`src/rtl/iicc_tx_sched.sv`:
```
// Transmit scheduler for a GT lane: arbitrates sync frames and two user packet
// streams onto a registered 16-bit K-coded word stream, with comma alignment handling.
module iicc_tx_sched #(
  parameter int unsigned SYNC_BYTES = 8
) (
  input  logic        txusrclk,
  input  logic        reset,
  input  logic        rxbyteisaligned,
  input  logic        alignrequest,
  input  logic        sync_valid,
  input  logic [4:0]  sync_action,
  input  logic [63:0] sync_ts,
  output logic        sync_ready,
  input  logic        u0_valid,
  input  logic [15:0] u0_data,
  input  logic        u0_last,
  output logic        u0_ready,
  input  logic        u1_valid,
  input  logic [15:0] u1_data,
  input  logic        u1_last,
  output logic        u1_ready,
  output logic [15:0] txdata,
  output logic [1:0]  txcharisk,
  output logic        abort,
  output logic [1:0]  grant
);

  localparam int unsigned CNT_W    = 4;
  localparam int unsigned TS_SHIFT = 64 - 8 * SYNC_BYTES;

  localparam logic [15:0] W_ALIGNREQ = 16'h01BC;
  localparam logic [15:0] W_COMMA    = 16'h00BC;
  localparam logic [15:0] W_SOS      = 16'hFCBC;
  localparam logic [15:0] W_SOP0     = 16'h1CBC;
  localparam logic [15:0] W_SOP1     = 16'h3CBC;
  localparam logic [1:0]  K_CTRL     = 2'b01;
  localparam logic [1:0]  K_DATA     = 2'b00;

  typedef enum logic [2:0] {
    ST_ALIGN,
    ST_IDLE,
    ST_SYNC,
    ST_SOP,
    ST_DATA,
    ST_DRAIN
  } state_t;

  state_t             state_q, state_d;
  logic [CNT_W-1:0]   cnt_q, cnt_d;
  logic [4:0]         action_q, action_d;
  logic [63:0]        ts_q, ts_d;
  logic               sel_q, sel_d;
  logic               last_q, last_d;
  logic               from_data_q, from_data_d;
  logic [1:0]         grant_q, grant_d;
  logic               abort_q, abort_d;
  logic [15:0]        txdata_q, txdata_d;
  logic [1:0]         txk_q, txk_d;

  logic               u_valid, u_last, stall, rdy;
  logic [15:0]        u_data;

  assign u_valid = sel_q ? u1_valid : u0_valid;
  assign u_last  = sel_q ? u1_last  : u0_last;
  assign u_data  = sel_q ? u1_data  : u0_data;
  assign stall   = alignrequest && (state_q == ST_IDLE || state_q == ST_SYNC ||
                                    state_q == ST_SOP  || state_q == ST_DATA);

  // Next-state, next-word and handshake decode
  always_comb begin
    state_d     = state_q;
    cnt_d       = cnt_q;
    action_d    = action_q;
    ts_d        = ts_q;
    sel_d       = sel_q;
    last_d      = last_q;
    from_data_d = from_data_q;
    grant_d     = grant_q;
    abort_d     = 1'b0;
    txdata_d    = W_COMMA;
    txk_d       = K_CTRL;
    sync_ready  = 1'b0;
    rdy         = 1'b0;

    if (!rxbyteisaligned) begin
      state_d     = ST_ALIGN;
      txdata_d    = W_ALIGNREQ;
      grant_d     = 2'b00;
      abort_d     = (state_q == ST_SYNC || state_q == ST_SOP || state_q == ST_DATA);
      from_data_d = (state_q == ST_DATA) || (state_q == ST_ALIGN && from_data_q);
    end else if (stall) begin
      txdata_d = W_COMMA;
    end else begin
      case (state_q)
        ST_ALIGN: begin
          txdata_d    = W_ALIGNREQ;
          state_d     = from_data_q ? ST_DRAIN : ST_IDLE;
          from_data_d = 1'b0;
        end
        ST_IDLE: begin
          if (sync_valid) begin
            sync_ready = 1'b1;
            action_d   = sync_action;
            ts_d       = sync_ts << TS_SHIFT;
            cnt_d      = '0;
            state_d    = ST_SYNC;
          end else if (u0_valid || u1_valid) begin
            sel_d   = (u0_valid && u1_valid) ? ~last_q : u1_valid;
            state_d = ST_SOP;
          end
        end
        ST_SYNC: begin
          // cnt 0 emits the start-of-sync marker; cnt k emits timestamp byte k-1
          if (cnt_q == '0) begin
            txdata_d = W_SOS;
          end else begin
            txdata_d = {action_q, 3'(cnt_q - CNT_W'(1)), ts_q[63:56]};
            txk_d    = K_DATA;
            ts_d     = ts_q << 8;
          end
          if (cnt_q == CNT_W'(SYNC_BYTES)) begin
            state_d = ST_IDLE;
          end else begin
            cnt_d = cnt_q + CNT_W'(1);
          end
        end
        ST_SOP: begin
          txdata_d = sel_q ? W_SOP1 : W_SOP0;
          grant_d  = sel_q ? 2'b10 : 2'b01;
          state_d  = ST_DATA;
        end
        ST_DATA: begin
          rdy = 1'b1;
          if (u_valid) begin
            txdata_d = u_data;
            txk_d    = K_DATA;
            if (u_last) begin
              state_d = ST_IDLE;
              grant_d = 2'b00;
              last_d  = sel_q;
            end
          end
        end
        ST_DRAIN: begin
          rdy = 1'b1;
          if (u_valid && u_last) begin
            state_d = ST_IDLE;
          end
        end
        default: begin
          state_d  = ST_ALIGN;
          txdata_d = W_ALIGNREQ;
        end
      endcase
    end
  end

  always_ff @(posedge txusrclk or posedge reset) begin
    if (reset) begin
      state_q     <= ST_ALIGN;
      cnt_q       <= '0;
      action_q    <= '0;
      ts_q        <= '0;
      sel_q       <= 1'b0;
      last_q      <= 1'b1;
      from_data_q <= 1'b0;
      grant_q     <= 2'b00;
      abort_q     <= 1'b0;
      txdata_q    <= W_ALIGNREQ;
      txk_q       <= K_CTRL;
    end else begin
      state_q     <= state_d;
      cnt_q       <= cnt_d;
      action_q    <= action_d;
      ts_q        <= ts_d;
      sel_q       <= sel_d;
      last_q      <= last_d;
      from_data_q <= from_data_d;
      grant_q     <= grant_d;
      abort_q     <= abort_d;
      txdata_q    <= txdata_d;
      txk_q       <= txk_d;
    end
  end

  assign u0_ready  = rdy && !sel_q;
  assign u1_ready  = rdy && sel_q;
  assign txdata    = txdata_q;
  assign txcharisk = txk_q;
  assign abort     = abort_q;
  assign grant     = grant_q;

endmodule

```
`config.mk`:
```
export PLATFORM = sky130hd
export DESIGN_NAME = iicc_tx_sched
export DESIGN_NICKNAME = d
export VERILOG_FILES = /design/src/rtl/iicc_tx_sched.sv
export SDC_FILE = /design/constraint.sdc
export NUM_CORES = 1
export LEC_CHECK = 0
export ABC_AREA = 1
export BUFFER_PORTS_ARGS = -buffer_cell sky130_fd_sc_hd__buf_4
export CAP_MARGIN = 10
export CORE_MARGIN = 3
export CORE_UTILIZATION = 49
export CTS_BUF_LIST = sky130_fd_sc_hd__clkbuf_2 sky130_fd_sc_hd__clkbuf_4 sky130_fd_sc_hd__clkbuf_8
export DETAILED_ROUTE_END_ITERATION = 8
export PLACE_DENSITY = 0.78
export SLEW_MARGIN = 0
export SYNTH_ARGS = -nofsm -noshare
export SYNTH_HDL_FRONTEND = slang
export SYNTH_SLANG_ARGS = --single-unit
```
`constraint.sdc`:
```
create_clock -name txusrclk -period 3 [get_ports txusrclk]
set_clock_uncertainty 0.15 [all_clocks]
set_input_delay 0.45 -clock txusrclk [delete_from_list [all_inputs] [get_ports txusrclk]]
set_output_delay 0.45 -clock txusrclk [all_outputs]
set_load 0.02 [all_outputs]
```
==> run metrics, run 1 <==
number of synthesized flops with an enable pin=0; worst path required time=2.40 ns; drt drc=0; clock slew at reported path FFs=0.11 ns; clk sink count=99; finished layout cell area=6150 µm²; Synth Area in Compound Gates=10.9%; PortBufs=132; CTS tree=yes; peak supply drop=488 µV; largest family of logic cells by synthesized area=simple AND/OR/NAND/NOR gates; commonest register cell after synthesis=dfrtp_1; final setup violation count=0; RSZ-0062 raised after global routing=false; post-synthesis cell area=4910 µm²; internal power=0.00313 W; cell chain of the critical path=nor2_2, nand2_1, nand3_1, nand2_2, inv_1, nand3_1, inv_2, buf_4; Syn Area/Cell=8.93 µm²; clk_lat worst skew=0.37 ns; initial antenna violation count=0; final WL=12200 µm; die width=106 µm; HP Class=in -> async; FFs w/ async S/R, synth=100%; clk buf depth=2; Cell Area, Placed=5960 µm²; routability cong.=0.853; post-synth net total=662; proportion of synthesized area in mux cells=11.6%; largest net degree at the start of global routing=69; Routed Antenna Nets=0; layout cells sized above 1=26.8%; Worst setup SP type=flip-flop; Synth Area in XOR/XNOR=0.535%; dominant cells by area after synthesis=dfrtp_1 46%, nand2_1 13%, mux2i_1 12%; dpl hpwl=8940 µm; Max FO, Critical Path=9; arrival time worst endpoint=2.12 ns; Starting DRT DRC Count=304; P per Cell Area=872 nW/µm²; post-synth top area cell=dfrtp_1; core area=9500 µm²; Setup TNS Final=0 ns; gr usage total=21.9%; most numerous cell in the Yosys netlist=nand2_1; CTS Buf Count=9; Lkg Pwr=3.37 nW; max-slew violation count=0; synthesis-stage register bit count=99; Synth Warn #=0; post-cts hold buffer count=0; most frequent CP cell=nand3_1; post-synthesis simple-gate area fraction=19.6%; synth cell count leaders=176 x nand2_1, 91 x dfrtp_1, 64 x o21ai_1; nets=782; die area=11300 µm²; area share of fa/ha/maj cells after synthesis=0.510%; Power, Total=0.00536 W; Cell Rows=35; status=complete, no violations; Mapped Cells=550; Worst-Margin Slew=1.02 ns; crit path capture=sync_ready; area delta synth->final=25.2%; # IOs=134; placed cells=788; Clock Root Buffer=clkbuf_8; total number of vias=4247; Rel. slew slack=31.9%; R2R Path End=cnt_q[0]; post-synth top area share=46.4%; Critical Path Sink Type=primary output; Hold Vio Cnt, Final=0; min Tclk post-route=2.72 ns; crit path max-delay cell type=dfrtp_1; post-DR wirelength/cell=15.1 µm; worst setup path startpoint=state_q[1]; r2r startpoint=state_q[2]; library cells used by synthesis=31; worst reg-to-reg path cell count=8; Initial Utilization=51.7%; Sw Ratio=41.5%; Fmax=367 MHz; GRT overflow=0; period utilization=90.7%; combinational share of power=43.0%; Pre-antenna DRT Iters=6; Flop pwr share=41.5%; sequential element share of the synthesized area=50.6%; Die Y=106 µm; maxcap violations=0; drt via density=5.28; vias in the first global route=4078; ANT cells=0; CP max stage delay=0.53 ns; Reg2Reg Setup Slack=0.67 ns; fill count=803; post-layout util=64.7%; Clk pwr share=15.4%; switching pwr=0.00223 W; Non-Filler Instances=804; WS Path Type=reg -> out; first-pass GRT wire length=19900 µm; htree depth=3
## layout by cell type, fill, tap and decap left out, types with 2 or more instances in the layout
master	instances
nor4_1	2
ha_1	2
inv_8	2
clkinv_4	2
a21oi_1	13
buf_4	138
nand2_1	175
clkinvlp_4	2
nand4_1	5
o21ai_1	64
or2_2	4
nand3_1	24
dfrtp_1	91
inv_1	12
buf_12	3
mux2i_1	57
o21ai_0	14
nor2_1	16
dfstp_2	8
clkbuf_8	9
nor3_1	3
inv_2	6
xor2_1	3
a31oi_1	4
a21o_1	2
o2111ai_1	3
## sequential cells by signal, summed over array words and instances, names as in the netlist
name,count
ts_q,64
txdata,16
action_q,5
cnt_q,4
state_q,3
grant,2
abort,1
from_data_q,1
last_q,1
sel_q,1
txcharisk,1
## what timing repair did
| item | CTS | global route |
|---|---|---|
| setup buffers | 0 | 0 |
| setup endpoints to repair | 0 | 1 |
| gates resized for setup | 0 | 1 |
## area by class of cell
type,instances,area (µm²),share of cell area [%]
multi-input cells,400,2140,34.8
well taps,129,161,2.62
clock inverters,6,56.3,0.916
repair buffers,141,1100,17.8
clock buffers,10,131,2.14
inverters,19,75.1,1.22
flip-flops and latches,99,2490,40.4
## how the worst min path moves through the flow
stage               cells past startpoint           start           to  slack (ns)
floorplan                               2     action_q[0]  action_q[0]        0.29
global placement                        2     action_q[0]  action_q[0]        0.32
detailed placement                      2     action_q[0]  action_q[0]        0.32
CTS                                     3  sync_action[4]  action_q[4]        0.12
global route                            3  sync_action[4]  action_q[4]        0.13
finish                                  2           reset     ts_q[10]        0.10
## per-layer routing
metal / vias to the layer above / GRT usage [%] / share of wire, %
met5: - / 0 / 0
met4: 0 / 6.66 / 1.8
met3: 21 / 4.43 / 6.2
met2: 145 / 34.3 / 46
met1: 1997 / 30.8 / 45
li1: 2084 / - / -
## logic make-up after synthesis
kind of cell             Yosys count
AND/OR/NAND/NOR                  235
AO/OA/AOI/OAI                    102
flip-flops                        99
multiplexers                      57
buffers and inverters             51
XOR/XNOR                           3
adder cells (fa/ha/maj)            2
other                              1
## worst max-delay path: cells and delay by family (launching register included)
kind | cells | cell delay [ns]
buf+inv | 3 | 0.47
flops | 1 | 0.53
simple gates | 5 | 0.77
## power groups by stage
| stage | registers [W] | clock network (W) | logic [W] |
|---|---|---|---|
| 2_1_floorplan | 0.00219 | 0 | 0.00175 |
| 3_3_place_gp | 0.00222 | 0 | 0.00225 |
| 3_5_place_dp | 0.00225 | 0 | 0.00230 |
| 4_1_cts | 0.00222 | 0.000846 | 0.00232 |
| 5_1_grt | 0.00229 | 0.000905 | 0.00260 |
| 6_report | 0.00223 | 0.000827 | 0.00231 |
## stage by stage
| step | hold WS (ns) | worst slack (ns) |
|---|---|---|
| after floorplan | 0.294 | 0.846 |
| after global placement | 0.316 | 0.727 |
| after detailed placement | 0.315 | 0.638 |
| after CTS | 0.121 | 0.226 |
| after global routing | 0.131 | 0.0531 |
| final | 0.101 | 0.278 |
No activity file was read; power rests on OpenSTA's default activity.
==> run 2, diff against run 1 <==
Settings changed: CELL_PAD_IN_SITES_DETAIL_PLACEMENT set to 0, CELL_PAD_IN_SITES_GLOBAL_PLACEMENT set to 2, CORE_UTILIZATION 49 to 29, PLACE_DENSITY 0.78 to unset, PLACE_DENSITY_LB_ADDON set to 0.1.
==> run metrics, run 2 (same netlist as run 1, synthesis figures left out) <==
status=complete, no violations; vias in the first global route=4236; dpl hpwl=9940 µm; GRT overflow=0; Hold Vio Cnt, Final=0; Routed Antenna Nets=0; number of flip-flops under the largest register name=64; arrival time worst endpoint=2.20 ns; Cell Area, Placed=6090 µm²; PortBufs=132; Worst-Margin Slew=1.08 ns; Worst setup SP type=flip-flop; Top Family by Delay on Critical Path=simple AND/OR/NAND/NOR gates; WHS Path Cells=3; largest net degree at the start of global routing=69; Rel. slew slack=27.8%; Most flops, register=ts_q; WP depth=8; die area=18500 µm²; Setup TNS Final=0 ns; cell chain of the critical path=nor2_2, nand2_1, nand3_1, nand2_2, inv_1, nand3_1, inv_1, buf_4; Pre-antenna DRT Iters=5; core area=16200 µm²; initial antenna violation count=0; Die Y=136 µm; final setup violation count=0; RSZ-0062 raised after global routing=false; clock slew at reported path FFs=0.10 ns; CTS tree=yes; top routing layer in use=met4; met1 wire length=6660 µm; CTS Buf Count=9; Routed met3 length=738 µm; area delta synth->final=28.1%; clk buf depth=2; WS Path Type=reg -> out; clk sink count=99; final WL=13600 µm; worst path required time=2.40 ns; most common cell after layout, fill and taps aside=nand2_1; first-pass GRT wire length=22000 µm; Max FO, Critical Path=9; Lkg Pwr=3.39 nW; htree depth=3; drt drc=0; Critical Path Sink Type=primary output; Fmax=358 MHz; die width=136 µm; nets=785; Starting DRT DRC Count=197; buffers and inverters on the worst path=3; period utilization=93.2%; # IOs=134; peak supply drop=314 µV; worst reg-to-reg path cell count=6; min Tclk post-route=2.80 ns; ANT cells=0; HP Class=in -> reg; max-slew violation count=0; CP max stage delay=0.52 ns; drt via density=4.66; Initial Utilization=30.3%; wire length on met2=6000 µm; gr usage total=15.1%; maxcap violations=0; Clock Root Buffer=clkbuf_8; most frequent cells in the layout=175 x nand2_1, 140 x buf_4, 91 x dfrtp_1; finished layout cell area=6290 µm²; crit path max-delay cell type=dfrtp_1; clk_lat worst skew=0.37 ns; routability cong.=0.868; post-CTS repair timing setup buffer count=0; Cell Rows=46; P per Cell Area=860 nW/µm²; total number of vias=4163; layout cells sized above 1=26.8%; post-DR wirelength/cell=15.3 µm
[run 2: changes by cell type in the layout (fill, tap and decap cells not counted)]
cell           before  now
buf_4             138  140
clkbuf_8            9   11
inv_8               2    0
dlygate4sd3_1       0    1
inv_1              12   13
inv_2               6    5
[run 2: power by group]
group	switching (W)	internal, W	total, W	leakage (nW)
clock	0.000486	0.000363	0.000850	0.0966
combinational	0.00143	0.000930	0.00236	2.04
sequential	0.000317	0.00188	0.00220	1.25
[run 2: final cells by class]
cell class	instances	area, µm²
fillers	1736	9940
flip-flops and latches	99	2490
multi-input cells	400	2140
repair buffers	144	1120
well taps	216	270
clock buffers	12	159
inverters	19	75.1
clock inverters	4	33.8
[run 2: what timing repair did]
item                                   4_1_cts  5_1_grt
hold buffers                                 1        0
resized for setup                            0        0
endpoints found under the hold margin       22        0
[run 2: routing by layer]
metal	track usage (%)	vias to the layer above
met5	0	-
met4	5.60	0
met3	2.74	17
met2	22.7	116
met1	21.7	1940
li1	-	2090
[run 2: path summary, 6_finish.rpt]
kind / startpoint / end / slack [ns]
worst max-delay path: state_q[1] / sync_ready / 0.20
worst min-delay path: sync_action[4] / action_q[4] / 0.12
worst max register to register: state_q[2] / txdata[6] / 0.64
worst min register to register: last_q / last_q / 0.34
max in group asynchronous: reset / ts_q[49] / 1.42
min in group asynchronous: reset / ts_q[9] / 0.54
[run 2: tightest hold or removal path: stages]
cell	delay, ns
buf_4	0.08
nand2_1	0.04
nand2_1	0.04
[run 2: through the flow]
step	setup WS (ns)	hold slack, ns	util (%)	cells	total power (W)
2_1_floorplan	0.846	0.294	-	550	0.00394
3_5_place_dp	0.607	0.320	37.5	877	0.00462
3_3_place_gp	0.631	0.315	37.5	877	0.00459
5_1_grt	0.00344	0.113	38.7	894	0.00590
6_report	0.205	0.122	38.7	894	0.00541
4_1_cts	0.161	0.0886	38.7	894	0.00550
==> run 3, diff against run 2 <==
Settings changed: CELL_PAD_IN_SITES_DETAIL_PLACEMENT 0 to 1, CELL_PAD_IN_SITES_GLOBAL_PLACEMENT 2 to 1, CORE_UTILIZATION 29 to 36.
==> run metrics, run 3 (same netlist as run 1, synthesis figures left out) <==
finished layout cell area=6250 µm²; CTS resizes=0; peak supply drop=343 µV; area delta synth->final=27.3%; post-place setup slack=0.597 ns; Cell Area, Placed=6030 µm²; Die Y=123 µm; post-DR wirelength/cell=15.7 µm; final worst setup slack=0.335 ns; cell chain of the critical path=nor2_2, nand2_1, nand3_1, nand2_2, inv_1, nand3_2, inv_2, buf_4; post-layout util=47.0%; post-CTS repair timing setup buffer count=0; Cell Rows=42; Sw Ratio=40.5%; Pre-antenna DRT Iters=4; die area=15100 µm²; Worst setup SP type=flip-flop; Routed Antenna Nets=0; total number of vias=4155; placed cells=836; nets=783; post-cts hold buffer count=0; area of the multi-input gates=2150 µm²; layout cells sized above 1=27.1%; FF+latch area=2490 µm²; core area=13300 µm²; Most flops, register=ts_q; initial antenna violation count=0; internal power=0.00327 W; CTS tree=yes; Non-Filler Instances=852; most frequent cells in the layout=175 x nand2_1, 139 x buf_4, 91 x dfrtp_1; drt via density=4.88; combinational share of power=42.8%; htree depth=3; drt drc=0; CP max stage delay=0.51 ns; Initial Utilization=36.9%; HP Class=in -> async; RSZ-0062 raised after global routing=false; die width=123 µm; ANT cells=0; final setup violation count=0; dpl hpwl=9800 µm; Setup TNS Final=0 ns; maxcap violations=0; worst reg-to-reg path cell count=12; CTS Buf Count=9; largest net degree at the start of global routing=70; Clk pwr share=17.0%; final WL=13300 µm; Hold Vio Cnt, Final=0; Reg2Reg Setup Slack=0.81 ns; # IOs=134; Fmax=375 MHz; max-slew violation count=0; worst setup path startpoint=state_q[1]; P per Cell Area=879 nW/µm²; r2r startpoint=cnt_q[0]; routability cong.=0.867; status=complete, no violations; Starting DRT DRC Count=189; R2R Path End=ts_q[17]; clk buf depth=2; vias in the first global route=4394; fill count=1543; clock slew at reported path FFs=0.10 ns; PortBufs=132; Rel. slew slack=49.6%; gr usage total=18.5%; clk sink count=99; Max FO, Critical Path=9; GRT overflow=0; min Tclk post-route=2.67 ns; WS Path Type=reg -> out; crit path max-delay cell type=dfrtp_1; Critical Path Sink Type=primary output; switching pwr=0.00223 W; Lkg Pwr=3.39 nW; Flop pwr share=40.3%; arrival time worst endpoint=2.07 ns; worst path required time=2.40 ns; clk_lat worst skew=0.37 ns; Worst-Margin Slew=0.756 ns; number of flip-flops under the largest register name=64; most common cell after layout, fill and taps aside=nand2_1; period utilization=88.8%; Clock Root Buffer=clkbuf_8; first-pass GRT wire length=21800 µm
## run 3: changes by cell type in the layout (fill, tap and decap cells not counted), sizes merged
cell and delta:
buf -1, bufinv +1, clkinv -1, dlygate4sd3 -1
## run 3: through the flow
stage / power, W / hold slack (ns)
floorplan: 0.00394 / 0.294
global placement: 0.00452 / 0.311
detailed placement: 0.00461 / 0.316
CTS: 0.00558 / 0.0383
global route: 0.00599 / 0.0700
finish: 0.00550 / 0.0368
## run 3: layer usage
layer  global-route usage (%)  wire (µm)  up-vias
met5                        0          0        -
met4                     6.51        214        0
met3                     3.18        653       14
met2                     29.9       6410       90
met1                     24.9       6070     1966
li1                         -          -     2085
## run 3: worst max path at each step
stage	depth (start not counted)	to
after CTS	8	sync_ready
final	8	sync_ready
after global routing	8	sync_ready
after global placement	8	sync_ready
after detailed placement	8	sync_ready
after floorplan	6	u0_ready
## run 3: power by group through the flow
stage	clock network (W)	registers [W]	logic (W)
final	0.000933	0.00221	0.00235
after global routing	0.00102	0.00229	0.00268
after CTS	0.000974	0.00222	0.00239
after detailed placement	0	0.00224	0.00237
after global placement	0	0.00221	0.00231
after floorplan	0	0.00219	0.00175
## run 3: area by class of cell
class | count | area share, %
timing repair buffer | 142 | 17.6
clock buffer | 12 | 2.64
clock inverter | 4 | 0.880
tap | 176 | 3.52
inverter | 19 | 1.20
multi-input combinational | 400 | 34.3
sequential | 99 | 39.8
## run 3: worst max-delay path: cells and delay by family (launching register included)
| kind | cells | cell delay [ns] |
|---|---|---|
| DFF | 1 | 0.51 |
| buffers and inverters | 3 | 0.46 |
| and+or+nand+nor | 5 | 0.72 |
